**src/rtl/mem_access_ctrl.sv**
```systemverilog
`timescale 1ns/1ps
// -----------------------------------------------------------------------------
// mem_access_ctrl
// Initiator side of the unified instruction/data word memory. Two clients,
// instruction fetch (read-only) and data (read/write), are arbitrated
// round-robin. One access runs at a time: IDLE -> ACCESS (ACCESS_CYCLES
// cycles with one enable held) -> RESP (one-cycle done pulse) -> IDLE.
//
// Ports:
//   clk, rst                 clock (rising edge), synchronous active-high reset
//   if_req, if_addr          fetch request (level) and address
//   if_gnt, if_done          fetch accepted / fetch data valid on rdata (pulses)
//   d_req, d_we, d_addr,     data request (level), direction, address,
//   d_wdata                  write value
//   d_gnt, d_done            data accepted / data access complete (pulses)
//   rdata                    last read result, held until the next read
//   mem_read, mem_write,     memory enables, address and write data
//   address, write_data
//   read_data                memory read data, combinational from address
// -----------------------------------------------------------------------------
module mem_access_ctrl #(
    parameter int ADDR_W        = 13,
    parameter int DATA_W        = 16,
    parameter int ACCESS_CYCLES = 1
) (
    input  logic              clk,
    input  logic              rst,
    input  logic              if_req,
    input  logic [ADDR_W-1:0] if_addr,
    output logic              if_gnt,
    output logic              if_done,
    input  logic              d_req,
    input  logic              d_we,
    input  logic [ADDR_W-1:0] d_addr,
    input  logic [DATA_W-1:0] d_wdata,
    output logic              d_gnt,
    output logic              d_done,
    output logic [DATA_W-1:0] rdata,
    output logic              mem_read,
    output logic              mem_write,
    output logic [ADDR_W-1:0] address,
    output logic [DATA_W-1:0] write_data,
    input  logic [DATA_W-1:0] read_data
);

    // Wait counter counts down from ACCESS_CYCLES-1 to 0; keep it at least 1 bit.
    localparam int CNT_W = (ACCESS_CYCLES > 1) ? $clog2(ACCESS_CYCLES) : 1;
    localparam logic [CNT_W-1:0] CNT_LOAD = CNT_W'(ACCESS_CYCLES - 1);
    localparam logic [CNT_W-1:0] CNT_ZERO = {CNT_W{1'b0}};
    localparam logic [CNT_W-1:0] CNT_ONE  = CNT_W'(1'b1);

    typedef enum logic [1:0] {
        ST_IDLE   = 2'd0,
        ST_ACCESS = 2'd1,
        ST_RESP   = 2'd2
    } state_t;

    state_t            state_r;
    logic              owner_fetch_r;   // 1: fetch owns the access in flight
    logic              rr_fetch_r;      // 1: fetch wins the next tie
    logic [CNT_W-1:0]  cnt_r;
    logic              if_gnt_r;
    logic              d_gnt_r;
    logic              if_done_r;
    logic              d_done_r;
    logic              mem_read_r;
    logic              mem_write_r;
    logic [ADDR_W-1:0] address_r;
    logic [DATA_W-1:0] write_data_r;
    logic [DATA_W-1:0] rdata_r;

    logic              any_req_s;
    logic              pick_fetch_s;

    // Arbitration decision: a lone requester wins, a tie goes where the pointer says.
    always_comb begin
        any_req_s    = if_req | d_req;
        pick_fetch_s = 1'b0;
        if (if_req && d_req) begin
            pick_fetch_s = rr_fetch_r;
        end else if (if_req) begin
            pick_fetch_s = 1'b1;
        end else begin
            pick_fetch_s = 1'b0;
        end
    end

    // Access sequencer: state, latched request, enables, pulses and read capture.
    always_ff @(posedge clk) begin
        if (rst) begin
            state_r       <= ST_IDLE;
            owner_fetch_r <= 1'b0;
            rr_fetch_r    <= 1'b1;
            cnt_r         <= CNT_ZERO;
            if_gnt_r      <= 1'b0;
            d_gnt_r       <= 1'b0;
            if_done_r     <= 1'b0;
            d_done_r      <= 1'b0;
            mem_read_r    <= 1'b0;
            mem_write_r   <= 1'b0;
            address_r     <= {ADDR_W{1'b0}};
            write_data_r  <= {DATA_W{1'b0}};
            rdata_r       <= {DATA_W{1'b0}};
        end else begin
            case (state_r)
                ST_IDLE: begin
                    if (any_req_s) begin
                        state_r       <= ST_ACCESS;
                        owner_fetch_r <= pick_fetch_s;
                        rr_fetch_r    <= ~pick_fetch_s;
                        cnt_r         <= CNT_LOAD;
                        if_gnt_r      <= pick_fetch_s;
                        d_gnt_r       <= ~pick_fetch_s;
                        if (pick_fetch_s) begin
                            // Fetch is always a read; write_data keeps its last value.
                            mem_read_r  <= 1'b1;
                            mem_write_r <= 1'b0;
                            address_r   <= if_addr;
                        end else begin
                            mem_read_r   <= ~d_we;
                            mem_write_r  <= d_we;
                            address_r    <= d_addr;
                            write_data_r <= d_wdata;
                        end
                    end else begin
                        state_r  <= ST_IDLE;
                        if_gnt_r <= 1'b0;
                        d_gnt_r  <= 1'b0;
                    end
                end
                ST_ACCESS: begin
                    // Grant is a single pulse on the first access cycle.
                    if_gnt_r <= 1'b0;
                    d_gnt_r  <= 1'b0;
                    if (cnt_r == CNT_ZERO) begin
                        if (mem_read_r) begin
                            rdata_r <= read_data;
                        end else begin
                            rdata_r <= rdata_r;
                        end
                        mem_read_r  <= 1'b0;
                        mem_write_r <= 1'b0;
                        if_done_r   <= owner_fetch_r;
                        d_done_r    <= ~owner_fetch_r;
                        state_r     <= ST_RESP;
                    end else begin
                        cnt_r <= cnt_r - CNT_ONE;
                    end
                end
                ST_RESP: begin
                    if_done_r <= 1'b0;
                    d_done_r  <= 1'b0;
                    state_r   <= ST_IDLE;
                end
                default: begin
                    state_r     <= ST_IDLE;
                    if_gnt_r    <= 1'b0;
                    d_gnt_r     <= 1'b0;
                    if_done_r   <= 1'b0;
                    d_done_r    <= 1'b0;
                    mem_read_r  <= 1'b0;
                    mem_write_r <= 1'b0;
                end
            endcase
        end
    end

    assign if_gnt     = if_gnt_r;
    assign d_gnt      = d_gnt_r;
    assign if_done    = if_done_r;
    assign d_done     = d_done_r;
    assign mem_read   = mem_read_r;
    assign mem_write  = mem_write_r;
    assign address    = address_r;
    assign write_data = write_data_r;
    assign rdata      = rdata_r;

endmodule

```
**config.mk**
```make
export PLATFORM = sky130hd
export DESIGN_NAME = mem_access_ctrl
export DESIGN_NICKNAME = d
export VERILOG_FILES = /design/src/rtl/mem_access_ctrl.sv
export SDC_FILE = /design/constraint.sdc
export NUM_CORES = 1
export LEC_CHECK = 0
export BUFFER_PORTS_ARGS = -buffer_cell sky130_fd_sc_hd__buf_4
export CAP_MARGIN = 20
export CORE_UTILIZATION = 45
export DETAILED_ROUTE_END_ITERATION = 8
export PLACE_DENSITY = 0.91
export SLEW_MARGIN = 30
export SYNTH_ARGS = -nofsm -noshare
export SYNTH_HDL_FRONTEND = slang
export SYNTH_SLANG_ARGS = --single-unit
```
**constraint.sdc**
```tcl
create_clock -name clk -period 1.6 [get_ports clk]
set_input_delay 0.08 -clock clk [delete_from_list [all_inputs] [get_ports clk]]
set_output_delay 0.08 -clock clk [all_outputs]
set_load 0.005 [all_outputs]
```
==> results of run 1 <==
==> layout make-up <==
type / count / area (um2)
flip-flops and latches: 55 / 1100
fillers: 387 / 1560
clock inverters: 2 / 12.5
clock buffers: 6 / 72.6
well taps: 67 / 83.8
inverters: 3 / 12.5
repair buffers: 122 / 916
multi-input cells: 180 / 1090
==> where the power goes <==
part | internal, mW | leakage, nW | switching, mW
sequential | 1.47 | 0.451 | 0.0565
clock | 0.307 | 0.0412 | 0.439
combinational | 0.338 | 0.934 | 0.260
total | 2.11 | 1.43 | 0.755
==> flip-flops by register name (all words and copies together), names as in the netlist, 2 cells and up <==
signal and cells:
rdata 16, write_data 16, address 13, state_r 2
==> cells in the mapped netlist <==
master,n,area [um2]
nand2_1,35,131
nor3b_1,1,7.51
and3_1,1,6.26
nand3_1,15,75.1
clkinv_2,1,5.00
a32oi_1,7,61.3
a22o_1,1,8.76
inv_1,2,7.51
o21a_1,1,7.51
a21boi_0,1,7.51
nand3b_1,2,15.0
or2_2,1,6.26
buf_6,3,33.8
a21oi_1,24,120
buf_2,7,35.0
mux2i_1,18,180
buf_4,1,7.51
a21o_1,1,7.51
nor3_1,3,15.0
clkbuf_1,11,41.3
buf_1,1,3.75
a211o_1,1,8.76
and2_1,1,6.26
dfxtp_1,55,1100
o2bb2ai_1,1,8.76
and3b_1,1,8.76
and2b_1,1,7.51
nand2b_1,40,250
or4_4,1,11.3
nor2_1,3,11.3
o31ai_1,1,7.51
a311oi_1,6,52.6
o21ai_0,13,65.1
==> cell usage in the layout, fill, tap and decap left out, types with 2 or more instances in the layout <==
master    Yosys  layout
mux2i_1      18      18
clkbuf_8      0       5
nand2_1      35      35
buf_4         1     122
inv_1         2       2
nor3_1        3       3
a311oi_1      6       6
nor2_1        3       3
dfxtp_1      55      55
o21ai_0      13      13
nand3b_1      2       2
clkinv_2      1       2
nand3_1      15      15
nand2b_1     40      40
a32oi_1       7       7
a21oi_1      24      24
==> cell families (layout without fill, tap and decap cells) <==
| family | count (synthesis) | count (layout) | share of synthesized area, % |
|---|---|---|---|
| muxes | 18 | 18 | 7.76 |
| and+or+nand+nor | 105 | 105 | 23.8 |
| buffers and inverters | 26 | 133 | 5.76 |
| DFF | 55 | 55 | 47.4 |
| AOI/OAI and AO/OA | 57 | 57 | 15.3 |
==> through the flow <==
| step | total power [mW] | instances | hold WS [ns] |
|---|---|---|---|
| 2_1_floorplan | 1.84 | 261 | 0.216 |
| 3_3_place_gp | 2.13 | 427 | 0.328 |
| 3_5_place_dp | 2.16 | 427 | 0.337 |
| 4_1_cts | 2.88 | 435 | 0.0111 |
| 5_1_grt | 2.99 | 435 | 0.0184 |
| 6_report | 2.87 | 435 | 0.0156 |
==> worst max-delay path, cell delays in order, from the launching register on <==
cell and delay (ns):
dfxtp_1 0.33, and2b_1 0.44, o21ai_0 0.16, a311oi_1 0.29
==> per-layer routing <==
| layer | track usage [%] | share of wire (%) | wire length [um] |
|---|---|---|---|
| met3 | 3.84 | 5.2 | 326 |
| met5 | 0 | 0 | 0 |
| met1 | 25.6 | 39 | 2480 |
| met4 | 8.97 | 1.1 | 68 |
| met2 | 42.8 | 55 | 3450 |
==> worst max path at each step <==
stage                                        from                        to  slack, ns
after floorplan             state_r[0]$_SDFF_PP0_   address[0]$_SDFFE_PP0P_       0.32
after global placement    rr_fetch_r$_SDFFE_PP1P_  address[12]$_SDFFE_PP0P_       0.40
after detailed placement  rr_fetch_r$_SDFFE_PP1P_   address[5]$_SDFFE_PP0P_       0.32
after CTS                 rr_fetch_r$_SDFFE_PP1P_   address[5]$_SDFFE_PP0P_       0.30
after global routing      rr_fetch_r$_SDFFE_PP1P_   address[5]$_SDFFE_PP0P_       0.18
final                     rr_fetch_r$_SDFFE_PP1P_   address[5]$_SDFFE_PP0P_       0.27
==> metrics.md, run 1 <==
| Metric | Value |
|---|---|
| Status | `finished clean` |
| DRC errors left | `0` |
| Via-per-instance ratio | `between 5 and 6` |
| Vias | `between 2000 and 2500` |
| GRT overflow | `0` |
| Crit Path Max Fanout | `14` |
| Routability congestion estimate from global placement | `approximately 0.75` |
| Clk_lat worst skew | `0.30 ns` |
| Initial Utilization | `between 40 and 50%` |
| Total GRT Usage | `between 20% and 30%` |
| First-pass GRT wire length | `roughly 9600 um` |
| R2r setup slk | `approximately 0.27 ns` |
| Synthesized area | `2320 um2` |
| PortBufs | `between 100 and 150` |
| Reg2reg path depth | `3` |
| Crit Path Class | `reg2reg` |
| Largest net degree at the start of global routing | `42` |
| Cells after Synth | `roughly 260` |
| Routed WL | `6320 um` |
| Hpwl dp | `roughly 4600 um` |
| CTS Buf Count | `5` |
| Core box area | `between 4000 and 5000 um2` |
| Period utilization | `approximately 83%` |
| DP Area | `3200 um2` |
| Yosys reg bits | `55` |
| Seq/Total Area, Yosys | `a little under half` |
| DIE WIDTH | `between 70 and 80 um` |
| Number of inserted diodes | `0` |
| Clock net sink count | `55` |
| R2r endpoint | `address[5]$_SDFFE_PP0P_` |
| Req. time, crit path | `roughly 1.8 ns` |
| Hold path depth | `3` |
| Worst Hold End | `rdata[14]$_SDFFE_PP0P_` |
| Setup ws final | `0.275 ns` |
| WL per Instance | `14.5 um` |
| Max Freq | `755 MHz` |
| Clock slew at reported path FFs | `around 0.09 ns` |
| Class of the worst hold path | `in2reg` |
| Clock period minus worst slack | `roughly 1.3 ns` |
| Rel. slew slack | `around 73%` |
| Area delta synth->final | `41.5%` |
| Post-CTS setup buffers | `0` |
| Post-route ant nets | `0` |
| Clk root buf | `clkbuf_8` |
| DIE HEIGHT | `approximately 74 um` |
| Ys Warns | `0` |
| H-tree depth | `2` |
| # setup viols final | `0` |
| IO Count | `~110` |
| CTS tree | `built` |
| Leakage power | `1.43 nW` |
| DR iter-0 viols | `between 150 and 200` |
| Nets | `430` |
| Synth unique cells | `33` |
| Fraction of layout cells with a size suffix above 1 | `between 30 and 40%` |
| FP Rows | `25` |
| Number of global-route vias before repair | `approximately 2100` |
| Antenna violations before repair | `0` |
| CTS Hold Buffers Added | `0` |
| Arr. time, crit path | `about 1.5 ns` |
| R2r startpoint | `rr_fetch_r$_SDFFE_PP1P_` |
| Final setup TNS | `0 ns` |
| Syn_area_per_cell | `~8.9 um2` |
| Syn nets | `324` |
| Clk_skew | `around 0.0059 ns` |
| Hold Vio Cnt, Final | `0` |
| RSZ-0062 raised after global routing | `no` |
| Maxcap violations | `0` |
| CP Capture Type | `register` |
| DR pass1 iterations | `4` |
| Startpoint types | `register` |
| Worst slew pin tran | `0.403 ns` |
| Clk buf depth | `2` |
| Max Slew Vio Count | `0` |
| Util after Layout | `between 60% and 70%` |
| Die area | `roughly 5500 um2` |
| Post-placement setup slack | `between 0.3 and 0.4 ns` |
| Pwr dens | `approximately 870 nW/um2` |
| Post-layout instance area | `roughly 3300 um2` |
| VDD IR max | `slightly above 0.6 mV` |
| Number of gates resized after CTS | `0` |
| Hold Path Origin | `read_data[14]` |
No activity file was read; power rests on OpenSTA's default activity.
==> inputs of run 2 (changes only) <==
--- a/config.mk
+++ b/config.mk
@@ -7,9 +7,9 @@
 export LEC_CHECK = 0
 export BUFFER_PORTS_ARGS = -buffer_cell sky130_fd_sc_hd__buf_4
 export CAP_MARGIN = 20
-export CORE_UTILIZATION = 45
+export CORE_UTILIZATION = 41
 export DETAILED_ROUTE_END_ITERATION = 8
-export PLACE_DENSITY = 0.91
+export PLACE_DENSITY = 0.87
 export SLEW_MARGIN = 30
 export SYNTH_ARGS = -nofsm -noshare
 export SYNTH_HDL_FRONTEND = slang
==> constraint.sdc (replaced) <==
create_clock -name clk -period 1.14 [get_ports clk]
set_input_delay 0.057 -clock clk [delete_from_list [all_inputs] [get_ports clk]]
set_output_delay 0.057 -clock clk [all_outputs]
set_load 0.005 [all_outputs]
==> metrics.md, run 2 (same netlist as run 1, synthesis figures left out) <==
| Metric | Value |
|---|---|
| Status | `complete, but fails checks` |
| Failing checks | `negative setup slack` |
| DIE WIDTH | `around 77 um` |
| Clk buf depth | `2` |
| Initial Utilization | `around 42%` |
| Req. time, crit path | `1.37 ns` |
| Clk_skew | `between 0.004 and 0.005 ns` |
| Commonest non-fill, non-tap cell in the layout | `buf_4` |
| Grt peak-use layer | `met2` |
| FILL cells | `roughly 390` |
| Hpwl dp | `~4700 um` |
| DRC errors left | `0` |
| Max Slew Vio Count | `0` |
| Arr. time, crit path | `around 1.5 ns` |
| Routability congestion estimate from global placement | `0.764` |
| Seq. cell area | `1110 um2` |
| Via-per-instance ratio | `between 5 and 6` |
| Clk root buf | `clkbuf_8` |
| Reg2reg path depth | `5` |
| Tot Pwr | `roughly 4.7 mW` |
| Core box area | `around 5500 um2` |
| Area delta synth->final | `64.5%` |
| Leakage power | `between 1.5 and 2 nW` |
| Global routing usage on met1 | `~28%` |
| Clock slew at reported path FFs | `about 0.1 ns` |
| H-tree depth | `2` |
| CP Capture Type | `register` |
| Pwr dens | `~1200 nW/um2` |
| Nets | `460` |
| Met2 Use GR | `around 40%` |
| Clk_lat worst skew | `a little over 0.3 ns` |
| Worst slew pin tran | `0.425 ns` |
| Vias | `about 2600` |
| Hold path depth | `3` |
| R2r setup slk | `-0.16 ns` |
| Class of the worst hold path | `in2reg` |
| CTS tree | `built` |
| Maxcap violations | `0` |
| First-pass GRT wire length | `about 11000 um` |
| Post-route ant nets | `0` |
| Met3 usage | `roughly 4.6%` |
| DR pass1 iterations | `5` |
| Startpoint types | `register` |
| Worst path max stage delay | `0.39 ns` |
| Most frequent cells in the layout | `buf_4, dfxtp_1, nand2b_1` |
| Period utilization | `114%` |
| Fraction of layout cells with a size suffix above 1 | `a little under half` |
| Area of the multi-input gates | `1230 um2` |
| Hold Vio Cnt, Final | `0` |
| Crit Path Max Fanout | `8` |
| Max Freq | `772 MHz` |
| CTS Buf Count | `5` |
| Slowest cell on crit path | `dfxtp_4` |
| Post-placement setup slack | `-0.0534 ns` |
| WL per Instance | `about 17 um` |
| # setup viols final | `40` |
| Largest net degree at the start of global routing | `between 60 and 70` |
| Crit Path Class | `reg2reg` |
| PortBufs | `~110` |
| RSZ-0062 raised after global routing | `yes` |
| VDD IR max | `~0.85 mV` |
| Clock period minus worst slack | `around 1.3 ns` |
| Total GRT Usage | `23.2%` |
| Clock net sink count | `55` |
| Antenna violations before repair | `0` |
| GRT overflow | `0` |
| Routed WL | `between 8000 and 9000 um` |
| Rel. slew slack | `a little under three quarters` |
| Number of inserted diodes | `0` |
| DIE HEIGHT | `roughly 77 um` |
| IO Count | `114` |
| Die area | `~6000 um2` |
| FP Rows | `27` |
| Number of global-route vias before repair | `approximately 2300` |
| DR iter-0 viols | `~180` |
| Setup ws final | `-0.156 ns` |
| Crit-path cells | `buf_8 -> nand3b_1 -> buf_6 -> nand2_1 -> a21oi_1` |
run 2: cell count changes in the layout (fill, tap and decap cells not counted), moves of 3 or more:
| cell | previous run | this run |
|---|---|---|
| dlygate4sd3_1 | 0 | 13 |
| nand2_1 | 35 | 23 |
| a21oi_1 | 24 | 15 |
| a21oi_2 | 0 | 9 |
| nand2_2 | 0 | 8 |
| buf_6 | 0 | 7 |
| buf_4 | 122 | 127 |
| o21ai_0 | 13 | 8 |
| nand2_4 | 0 | 4 |
| o21ai_1 | 0 | 4 |
| buf_12 | 0 | 3 |
| dfxtp_1 | 55 | 52 |
run 2: power breakdown:
group          switching (mW)  total, mW  internal, mW
clock network           0.643       1.52         0.878
logic                   0.448       1.06         0.612
registers              0.0963       2.16          2.06
run 2: final timing paths:
path / end / from
worst max-delay path: rdata[13]$_SDFFE_PP0P_ / state_r[1]$_SDFF_PP0_
worst min-delay path: rdata[6]$_SDFFE_PP0P_ / read_data[6]
worst max register to register: rdata[13]$_SDFFE_PP0P_ / state_r[1]$_SDFF_PP0_
worst min register to register: address[2]$_SDFFE_PP0P_ / address[2]$_SDFFE_PP0P_
run 2: through the flow:
stage	hold WS, ns	cell area [um2]	std cells	setup TNS [ns]	util (%)
final	0.00424	3820	470	-2.07	69.8
after floorplan	0.193	2350	261	-1.65	-
after global routing	-0.00612	3820	470	-3.22	69.8
after CTS	0.00686	3610	463	-0.521	66.0
after detailed placement	0.313	3320	441	-0.602	60.6
after global placement	0.304	3320	441	0	60.6
run 2: worst max-delay path, delay by kind of cell, from the launching register on:
family	cells	cell delay, ns
DFF	1	0.39
buffers and inverters	2	0.31
and+or+nand+nor	2	0.29
AOI/OAI and AO/OA	1	0.21
run 2: area by class of cell:
| cell class | count | share of cell area, % |
|---|---|---|
| multi-input combinational | 181 | 32.3 |
| timing repair buffer | 151 | 32.4 |
| clock inverter | 2 | 1.57 |
| tap | 72 | 2.36 |
| inverter | 3 | 0.426 |
| clock buffer | 6 | 1.90 |
| sequential | 55 | 29.1 |
run 2: layer usage:
layer	vias up	routed length (um)
met5	-	0
met4	0	273
met3	35	580
met2	139	4180
met1	1231	3140
li1	1172	-
run 2: what timing repair did:
action,4_1_cts,5_1_grt
setup endpoints to repair,40,41
gates resized for setup,9,49
cloned,1,1
buffers inserted,0,6
hold buffers,13,0
hold endpoints to repair,13,0
pin swaps,2,18
